$ cat src/rtl/palindrome_detect_n.sv
// Serial palindrome detector over the newest L accepted bits, L selectable at runtime in 2..MAX_LEN.
// Optional saturating match counter enabled by defining PALINDROME_DETECT_CNT_EN.
module palindrome_detect_n #(
  parameter int MAX_LEN = 8,
  parameter int LEN_W   = $clog2(MAX_LEN + 1),
  parameter int CNT_W   = 16
) (
  input  logic             clk,
  input  logic             reset,
  input  logic             x_i,
  input  logic             valid_i,
  input  logic [LEN_W-1:0] len_i,
  output logic             palindrome_o,
  output logic [CNT_W-1:0] pal_count_o
);

  localparam int FILL_W = $clog2(MAX_LEN);

  logic [MAX_LEN-2:0] r_hist;
  logic [FILL_W-1:0]  r_fill;
  logic [LEN_W-1:0]   r_len_q;

  logic [LEN_W-1:0]   w_le;
  logic [MAX_LEN-1:0] w_win;
  logic               w_match;
  logic               w_same_len;
  logic               w_warm;

  // Clamp the requested length into the supported range
  always_comb begin
    w_le = len_i;
    if (len_i < LEN_W'(2)) begin
      w_le = LEN_W'(2);
    end else if (len_i > LEN_W'(MAX_LEN)) begin
      w_le = LEN_W'(MAX_LEN);
    end else begin
      w_le = len_i;
    end
  end

  assign w_win = {r_hist, x_i};

  // Mirror compare for every legal length with constant indices, then select by w_le
  always_comb begin
    w_match = 1'b0;
    for (int l = 2; l <= MAX_LEN; l++) begin
      if (w_le == LEN_W'(l)) begin
        w_match = 1'b1;
        for (int k = 0; k < l / 2; k++) begin
          w_match = w_match & (w_win[k] == w_win[l-1-k]);
        end
      end else begin
        w_match = w_match;
      end
    end
  end

  assign w_same_len   = (w_le == r_len_q);
  assign w_warm       = (LEN_W'(r_fill) >= (w_le - LEN_W'(1)));
  assign palindrome_o = valid_i & w_same_len & w_warm & w_match;

  // History, fill level and active length; a length change restarts warm-up keeping the current bit
  always_ff @(posedge clk or negedge reset) begin
    if (!reset) begin
      r_hist  <= '0;
      r_fill  <= '0;
      r_len_q <= LEN_W'(MAX_LEN);
    end else if (valid_i) begin
      r_hist <= w_win[MAX_LEN-2:0];
      if (w_same_len) begin
        if (r_fill == FILL_W'(MAX_LEN - 1)) begin
          r_fill <= r_fill;
        end else begin
          r_fill <= r_fill + FILL_W'(1);
        end
        r_len_q <= r_len_q;
      end else begin
        r_fill  <= FILL_W'(1);
        r_len_q <= w_le;
      end
    end else begin
      r_hist  <= r_hist;
      r_fill  <= r_fill;
      r_len_q <= r_len_q;
    end
  end

`ifdef PALINDROME_DETECT_CNT_EN
  logic [CNT_W-1:0] r_cnt;

  // Saturating count of cycles with a detected palindrome
  always_ff @(posedge clk or negedge reset) begin
    if (!reset) begin
      r_cnt <= '0;
    end else if (palindrome_o && (r_cnt != {CNT_W{1'b1}})) begin
      r_cnt <= r_cnt + CNT_W'(1);
    end else begin
      r_cnt <= r_cnt;
    end
  end

  assign pal_count_o = r_cnt;
`else
  assign pal_count_o = '0;
`endif

endmodule

$ cat config.mk
export PLATFORM = sky130hd
export DESIGN_NAME = palindrome_detect_n
export DESIGN_NICKNAME = d
export VERILOG_FILES = /design/src/rtl/palindrome_detect_n.sv
export SDC_FILE = /design/constraint.sdc
export NUM_CORES = 1
export LEC_CHECK = 0
export CELL_PAD_IN_SITES_DETAIL_PLACEMENT = 1
export CELL_PAD_IN_SITES_GLOBAL_PLACEMENT = 1
export CORE_ASPECT_RATIO = 0.75
export CORE_UTILIZATION = 39
export CTS_CLUSTER_DIAMETER = 100
export CTS_CLUSTER_SIZE = 40
export DETAILED_ROUTE_END_ITERATION = 8
export GPL_ROUTABILITY_DRIVEN = 1
export GPL_TIMING_DRIVEN = 1
export PLACE_DENSITY_LB_ADDON = 0.12
export SLEW_MARGIN = 20
export SYNTH_ARGS = -nofsm -noshare
export SYNTH_HDL_FRONTEND = slang
export SYNTH_SLANG_ARGS = --single-unit
$ cat constraint.sdc
create_clock -name clk -period 3.25 [get_ports clk]
set_input_delay 0.65 -clock clk [delete_from_list [all_inputs] [get_ports clk]]
set_output_delay 0.65 -clock clk [all_outputs]
set_load 0.03 [all_outputs]
* Word-level counts from Yosys, hierarchy flattened
Cells that the tools add are included.
** Storage, ports and cells
- Bits in registers :: 14
- Latch bits :: 0
- Bits in writable memories :: 0
- ROM bits :: 0
- Input port bits :: 8
- Output and inout bits :: 17
- Memories :: 0
** Operators by class
- $add $sub $neg :: 2
- Multiply operators :: 0
- Divide/modulo/power cells :: 0
- Magnitude comparators :: 3
- Equality and inequality tests :: 26
- Shift operators :: 0
- Multiplexer cells :: 11
- Bitwise operators :: 13
- Reductions and logical operators :: 2
** Operators with widths (count)
- 1-bit == test :: 16
- 4-bit by 3-bit == test with 1-bit output (second input constant) :: 4
- 1-bit AND :: 12
- 4-bit by 2-bit == test with 1-bit output (second input constant) :: 2
- 4-bit two-way mux :: 2
- 1-bit two-way mux :: 7
- 3-bit two-way mux :: 2
- 4-bit == test :: 1
- 4-bit == test (second input constant) :: 1
- 3-bit by 4-bit >= comparator with 1-bit output :: 1
- 4-bit greater-than comparator (second input constant) :: 1
- 4-bit by 2-bit less-than comparator with 1-bit output (second input constant) :: 1
- 2-bit AND reduction :: 2
- 4-bit by 1-bit subtractor with 4-bit output (second input constant) :: 1
- 3-bit by 1-bit adder with 3-bit output (second input constant) :: 1
- 3-bit == test (second input constant) :: 1
- 2-bit inequality test (second input constant) :: 1
- 1-bit inverter :: 1

* Depth between registers and ports, before layout
Gate-level depths: netlist (run 1).
- Depth in word-level cells :: 12
- Depth in mapped cells :: 10
- Mapped depth without buffers :: 10

* Worst setup path before layout (run 1)
No wires, ideal clock.
- Path type :: input -> output
- Start :: input len_i[3]
- End :: output palindrome_o
- Arrival :: 2428 ps
- Data required time :: 2600 ps
- Path slack :: 172 ps
- Stages on the path :: 10
- Buffers on the path :: 1
- Path through :: clkbuf_1 nor3b_4 inv_1 ha_1 inv_1 ha_1 a21o_1 a21oi_1 nor2_1 o2111a_1
** Between the ends
- Longest elaborated chain between the ends :: 12
- Elaborated cells on any way between the ends :: 24
- Classes of those cells :: add/sub (1); order compare (3); eq/ne (8); mux (9); bitwise (3)
** Ends and longest elaborated chain
- from (decl) :: RTL line 12 : input logic [LEN_W-1:0] len_i,
- 4-bit greater-than comparator :: RTL line 34 : end else if (len_i > LEN_W'(MAX_LEN)) begin
- 4-bit two-way mux :: RTL line 34
- 4-bit two-way mux (*) :: RTL line 32 : if (len_i < LEN_W'(2)) begin
- via w_le[0] :: RTL line 23 : logic [LEN_W-1:0] w_le;
- 4-bit by 2-bit == test with 1-bit output :: RTL line 47 : if (w_le == LEN_W'(l)) begin
- 1-bit two-way mux (7 in a row) :: RTL line 47
- 1-bit AND (*) :: RTL line 60 : assign palindrome_o = valid_i & w_same_len & w_warm & w_match;
- to (decl) :: RTL line 13 : output logic palindrome_o,
Mark *: on every way through the listed nets, which the timed path passes. The rest lies on a longest branch.

* Worst setup path after layout (run 1)
Same ends and word-level chain as after synthesis.

==> qor.csv, run 1 <==
stage,metric,value,unit
drt,first_pass_iters,4,
cells_and_area,multi_input_area,773,µm²
cells_and_area,seq_area,352,µm²
placement,port_buffers,8,
synth,async_reset_ff_share,100,%
clock_tree,clockBufferDepth,2,
synth,synth_compound_area_share,12.1,%
power_and_ir_drop,leakagePower,0.679,nW
clock_tree,cts_tree,done,
synth,synthFlopType,dfrtp_1,
synth,synth_top_family_by_area,buffers and inverters,
power_and_ir_drop,powerDensity,441,nW/µm²
cells_and_area,num_antenna_cells,0,
floorplan,die_h,50.4,µm
worst_setup_path,r2r-start,r_len_q[1]$_DFFE_PN0P_,
timing,whs,0.531,ns
drt,dr_total_vias,863,
cells_and_area,stdcell_count,186,
worst_setup_path,r2r-end,r_fill[0]$_DFFE_PN0P_,
synth,ys_types,44,
cells_and_area,layout_commonest_cell,buf_4,
synth,ys_seq_area_share,28.9,%
timing,worst_slack,0.109,ns
floorplan,die_area,3350,µm²
global_route,grt_max_degree,15,
cells_and_area,layout.nets,166,
drt,ant_nets,0,
job,drv_cap,0,
worst_setup_path,crit_type,input port to primary output,
synth,synth.ff_latch_count,14,
global_route,overflow,0,
floorplan,start_util,41.1,%
timing,setup_viol,0,
min_path,min_path_cells,1,
drt,first_iter_violations,35,
cells_and_area,drive_above_1_share,30.4,%
drt,drc,0,
worst_setup_path,arrival,2.49,ns
synth,netlist_area,1220,µm²
global_route,antenna_found_initial,0,
synth,yosys-mux-area-fraction,9.47,%
placement,place_inst,181,
drt,wl_per_cell,13.5,µm
worst_setup_path,cp-start-kind,input port,
clock_tree,cts_buffers,3,
clock_tree,htree_levels,1,
synth,yosysTopAreaCellShare,26.7,%
timing,period_share,96.7,%
timing,slew_viol_final,0,
timing,finalClockSkew,0.00193,ns
floorplan,io_pins,25,
clock_tree,root_buffer,clkbuf_8,
synth,syn_avg_cell_area,9.65,µm²
power_and_ir_drop,peakVddDrop,0.000219,V
worst_setup_path,worstPathCellList,dlygate4sd2_1 -> nor3b_4 -> buf_4 -> ha_1 -> nor2_1 -> a221oi_1 -> a311oi_2 -> o2111a_1 -> buf_6,
worst_setup_path,cp_slowest_stage_delay,0.33,ns
floorplan,rows,17,
floorplan,fp.dieW,66.5,µm
timing,finalHoldViolations,0,
cells_and_area,area_delta_synth_final,20.8,%
synth,synth-adder-area-share,9.26,%
synth,ys.warnings.count,0,
synth,synth_top_area_cell,dfrtp_1,
synth,synthTopCellsByArea,"dfrtp_1 (27%), buf_4 (9.9%), ha_1 (9.3%)",
timing,min_period,3.14,ns
min_path,hold_path.class,flip-flop to flip-flop,
synth,synth_edf_count,0,
floorplan,fp.coreArea,2960,µm²
synth,synth_xor_area_share,12.9,%
worst_setup_path,slowest_stage,a221oi_1,
placement,place_congestion,0.722,
timing,rsz0062_at_grt,false,
placement,dp_slack,-0.206,ns
placement,dp_hpwl,1920,µm
worst_setup_path,worstSetupEndpoint,palindrome_o,
timing,setup-tns-final,0,ns
cells_and_area,final_cell_mix,"buf_4 (18), conb_1 (16), dfrtp_1 (13)",
synth,synthCells,126,
clock_tree,clk_latency,0.25,ns
drt,wl,2520,µm
timing,relSlewSlack,56.1,%
clock_tree,cts.sinks,14,
global_route,first_global_vias,834,
timing,max_freq,318,MHz
min_path,worstHoldStart,r_hist[6]$_DFFE_PN0P_,
worst_setup_path,critPathMaxFanout,4,
timing,worst_pin_slew,0.656,ns
synth,synthSimpleGateAreaFrac,12.1,%
worst_setup_path,endpoint_kind,primary output,
cells_and_area,fin_util,49.7,%
worst_setup_path,regToRegSetupSlack,1.57,ns
worst_setup_path,r2r_cells,5,
global_route,grt_pass1_wl,4130,µm
cells_and_area,nFillCells,360,
worst_setup_path,required,2.60,ns
global_route,grtUsageTotal,17.1,%
drt,vias_per_cell,4.64,
worst_setup_path,cp-startpoint,len_i[3],
run_status,status,finished clean,
clock_tree,path_clk_slew,0.06,ns
-- sequential cells by signal, summed over array words and instances (netlist names) --
signal,flops
r_fill,3
r_len_q,4
r_hist,7
-- through the flow --
| stage | power [mW] | cell area, µm² |
|---|---|---|
| global route | 0.693 | 1470 |
| floorplan | 0.422 | 1270 |
| global placement | 0.462 | 1380 |
| finish | 0.648 | 1470 |
| detailed placement | 0.469 | 1380 |
| CTS | 0.653 | 1450 |
-- critical path: cells and delay by family --
| family | cells | cell delay, ns |
|---|---|---|
| buf+inv | 3 | 0.63 |
| fa+ha+maj | 1 | 0.22 |
| compound gates | 3 | 0.70 |
| simple gates | 2 | 0.30 |
-- where the power goes --
part | internal [mW] | leakage (nW) | switching, mW
clock network | 0.107 | 0.0288 | 0.0672
registers | 0.207 | 0.169 | 0.0469
logic | 0.111 | 0.481 | 0.109
total | 0.425 | 0.679 | 0.223
-- Yosys cell counts, types with 2 or more instances --
library cell  number
mux2_2             8
ha_1               9
nand2_1            3
a21oi_1            2
inv_1              9
dfrtp_1           13
and2_1             2
xnor2_1           10
clkbuf_1           4
o21ai_0            2
buf_4             16
nand2b_1           2
nor2_1             6
o22ai_1            3
xor2_1             6
a22o_1             2
buf_1              2
-- layout make-up --
cell class                 instances  share of cell area, %
multi-input combinational         95                   52.6
sequential                        14                   23.9
timing repair buffer              26                   14.1
clock buffer                       4                   3.75
tap                               38                   3.24
inverter                           9                   2.30
-- repair_timing --
| item | CTS | global route |
|---|---|---|
| pin swaps | 4 | 1 |
| setup endpoints to repair | 1 | 1 |
| resized for setup | 9 | 4 |
| hold buffers | 0 | 0 |
| setup buffers | 0 | 1 |
| cloned | 0 | 0 |
-- worst min-delay path by stage --
stage	end	slack, ns
final	r_hist[6]$_DFFE_PN0P_	0.53
after global routing	r_hist[6]$_DFFE_PN0P_	0.55
after CTS	r_hist[6]$_DFFE_PN0P_	0.53
after detailed placement	r_hist[6]$_DFFE_PN0P_	0.52
after global placement	r_hist[6]$_DFFE_PN0P_	0.51
after floorplan	r_fill[0]$_DFFE_PN0P_	0.35
-- metal layers --
metal  vias to the layer above  part of all wire (%)  global-route usage, %
li1                        442                     -                      -
met1                       396                    53                   26.3
met2                        25                    42                   23.8
met3                         0                   5.4                   4.77
met4                         0                     0                   2.13
met5                         -                     0                      0
-- kinds of logic after synthesis --
logic type	after synthesis
XOR/XNOR	17
AO/OA/AOI/OAI	20
flip-flops	14
other	1
adder cells (fa/ha/maj)	9
multiplexers	10
buffers and inverters	32
AND/OR/NAND/NOR	23
(Power assumes the default switching activity.)
==> run 2: changes to the inputs <==
--- a/config.mk
+++ b/config.mk
@@ -14,7 +14,8 @@
 export DETAILED_ROUTE_END_ITERATION = 8
 export GPL_ROUTABILITY_DRIVEN = 1
 export GPL_TIMING_DRIVEN = 1
-export PLACE_DENSITY_LB_ADDON = 0.12
+export PLACE_DENSITY = 0.79
+export SKIP_LAST_GASP = 1
 export SLEW_MARGIN = 20
 export SYNTH_ARGS = -nofsm -noshare
 export SYNTH_HDL_FRONTEND = slang
==> run 2 against run 1 <==
Sequential share of layout area is 1.1 points higher. Design area is 4.3% lower. Maximum frequency is 1.0% higher. Largest cell class unchanged. Count of clock-buffer cells in the layout stayed put. Critical endpoint unchanged. Combinational power is 4% lower.
==> qor.csv, run 2 (synthesized netlist as in run 1, its figures left out) <==
stage,metric,value,unit,change
power_and_ir_drop,powerDensity,439,nW/µm²,was 441 nW/µm²
clock_tree,post_cts_buffers,0,,unchanged
floorplan,io_pins,25,,unchanged
cells_and_area,largest_reg_flops,7,,unchanged
drt,wl_per_cell,14.6,µm,was 13.5 µm
cells_and_area,final_cell_mix,"conb_1 (16), buf_4 (13), dfrtp_1 (13)",,"was buf_4 (18), conb_1 (16), dfrtp_1 (13)"
drt,dr_total_vias,887,,was 863
timing,slew_viol_final,0,,unchanged
worst_setup_path,arrival,2.46,ns,was 2.49 ns
timing,relSlewSlack,54.0,%,was 56.1%
cells_and_area,reg_top3,"r_hist x7, r_len_q x4, r_fill x3",,unchanged
worst_setup_path,r2r-start,r_len_q[1]$_DFFE_PN0P_,,unchanged
power_and_ir_drop,peakVddDrop,0.000248,V,was 0.000219 V
placement,place_congestion,0.861,,was 0.722
worst_setup_path,endpoint_kind,primary output,,unchanged
placement,dp_hpwl,2060,µm,was 1920 µm
cells_and_area,num_antenna_cells,0,,unchanged
drt,ant_nets,0,,unchanged
placement,port_buffers,8,,unchanged
power_and_ir_drop,leakagePower,0.645,nW,was 0.679 nW
drt,first_pass_iters,4,,unchanged
clock_tree,htree_levels,1,,unchanged
global_route,antenna_found_initial,0,,unchanged
job,drv_cap,0,,unchanged
global_route,grt_max_degree,15,,unchanged
timing,min_period,3.11,ns,was 3.14 ns
cells_and_area,layout.nets,161,,was 166
clock_tree,root_buffer,clkbuf_8,,unchanged
cells_and_area,area_delta_synth_final,15.6,%,was 20.8%
clock_tree,cts.sinks,14,,unchanged
floorplan,rows,17,,unchanged
cells_and_area,multi_input_area,754,µm²,was 773 µm²
min_path,hold_end,r_hist[6]$_DFFE_PN0P_,,unchanged
cells_and_area,layout_commonest_cell,conb_1,,was buf_4
global_route,first_global_vias,917,,was 834
run_status,status,finished clean,,unchanged
timing,finalHoldViolations,0,,unchanged
cells_and_area,nFillCells,347,,was 360
drt,vias_per_cell,4.90,,was 4.64
worst_setup_path,cp-start-kind,input port,,unchanged
power_and_ir_drop,power,0.618,mW,was 0.648 mW
min_path,min_path_cells,1,,unchanged
timing,max_freq,322,MHz,was 318 MHz
min_path,worstHoldStart,r_hist[6]$_DFFE_PN0P_,,unchanged
clock_tree,cts_tree,done,,unchanged
global_route,overflow,0,,unchanged
cells_and_area,drive_above_1_share,26.6,%,was 30.4%
worst_setup_path,r2r-end,r_fill[0]$_DFFE_PN0P_,,unchanged
floorplan,die_h,50.4,µm,unchanged
worst_setup_path,r2r_cells,5,,unchanged
timing,finalClockSkew,0.000313,ns,was 0.00193 ns
timing,period_share,95.7,%,was 96.7%
worst_setup_path,regToRegSetupSlack,1.55,ns,was 1.57 ns
global_route,grt_pass1_wl,4370,µm,was 4130 µm
cells_and_area,largest_register,r_hist,,unchanged
min_path,hold_path.class,flip-flop to flip-flop,,unchanged
cells_and_area,fin_area,1410,µm²,was 1470 µm²
timing,rsz0062_at_grt,false,,unchanged
timing,setup_viol,0,,unchanged
drt,first_iter_violations,19,,was 35
clock_tree,clk_latency,0.25,ns,about the same
cells_and_area,seq_area,352,µm²,unchanged
floorplan,fp.dieW,66.5,µm,unchanged
drt,drc,0,,unchanged
worst_setup_path,crit_type,input port to primary output,,unchanged
worst_setup_path,required,2.60,ns,about the same
placement,placed_area,1350,µm²,was 1380 µm²
worst_setup_path,critPathMaxFanout,8,,was 4
floorplan,fp.coreArea,2960,µm²,unchanged
timing,worst_pin_slew,0.688,ns,was 0.656 ns
global_route,grtUsageTotal,17.8,%,was 17.1%
clock_tree,cts_buffers,3,,unchanged
floorplan,start_util,41.1,%,unchanged
clock_tree,path_clk_slew,0.06,ns,about the same
floorplan,die_area,3350,µm²,unchanged
clock_tree,clockBufferDepth,2,,unchanged
drt,wl,2650,µm,was 2520 µm
run 2: worst max-delay path by stage:
| stage | start | to | cells after the start |
|---|---|---|---|
| 6_report | x_i | palindrome_o | 6 |
| 5_1_grt | x_i | palindrome_o | 6 |
| 3_5_place_dp | len_i[2] | palindrome_o | 12 |
| 4_1_cts | len_i[2] | palindrome_o | 12 |
| 3_3_place_gp | len_i[2] | palindrome_o | 12 |
| 2_1_floorplan | len_i[3] | palindrome_o | 10 |
run 2: stage by stage:
stage	hold slack, ns	setup slack [ns]	instances	util, %	TNS (ns)
6_report	0.535	0.140	181	47.6	0
3_3_place_gp	0.514	-0.124	177	45.6	-0.124
2_1_floorplan	0.354	0.172	141	-	0
3_5_place_dp	0.524	-0.179	177	45.6	-0.179
5_1_grt	0.556	0.0369	181	47.6	0
4_1_cts	0.539	0.140	181	47.6	0
run 2: cell type report:
cell class | count | area share (%)
inverter | 9 | 2.40
sequential | 14 | 25.0
tap | 38 | 3.38
multi-input combinational | 95 | 53.6
clock buffer | 4 | 3.20
timing repair buffer | 21 | 12.4
run 2: what timing repair did:
| item | CTS | global route |
|---|---|---|
| setup endpoints to repair | 1 | 0 |
| hold buffers | 0 | 0 |
| gates resized for setup | 10 | 0 |
run 2: power by group:
part           switching, mW  internal, mW
Clock                 0.0648        0.0869
Sequential            0.0473         0.207
Combinational          0.108         0.104
Total                  0.220         0.398
run 2: critical path: stages:
cell and delay [ns]:
clkdlybuf4s50_1 0.64, xnor2_1 0.31, nand4_1 0.16, a311oi_1 0.31, o2111a_1 0.25, buf_6 0.13
run 2: metal layers:
metal  GRT usage, %  wire (µm)  vias up
li1               -          -      430
met4           3.19         23        0
met3           4.77         97        4
met2           30.1       1310       21
met1           22.9       1220      432
met5              0          0        -
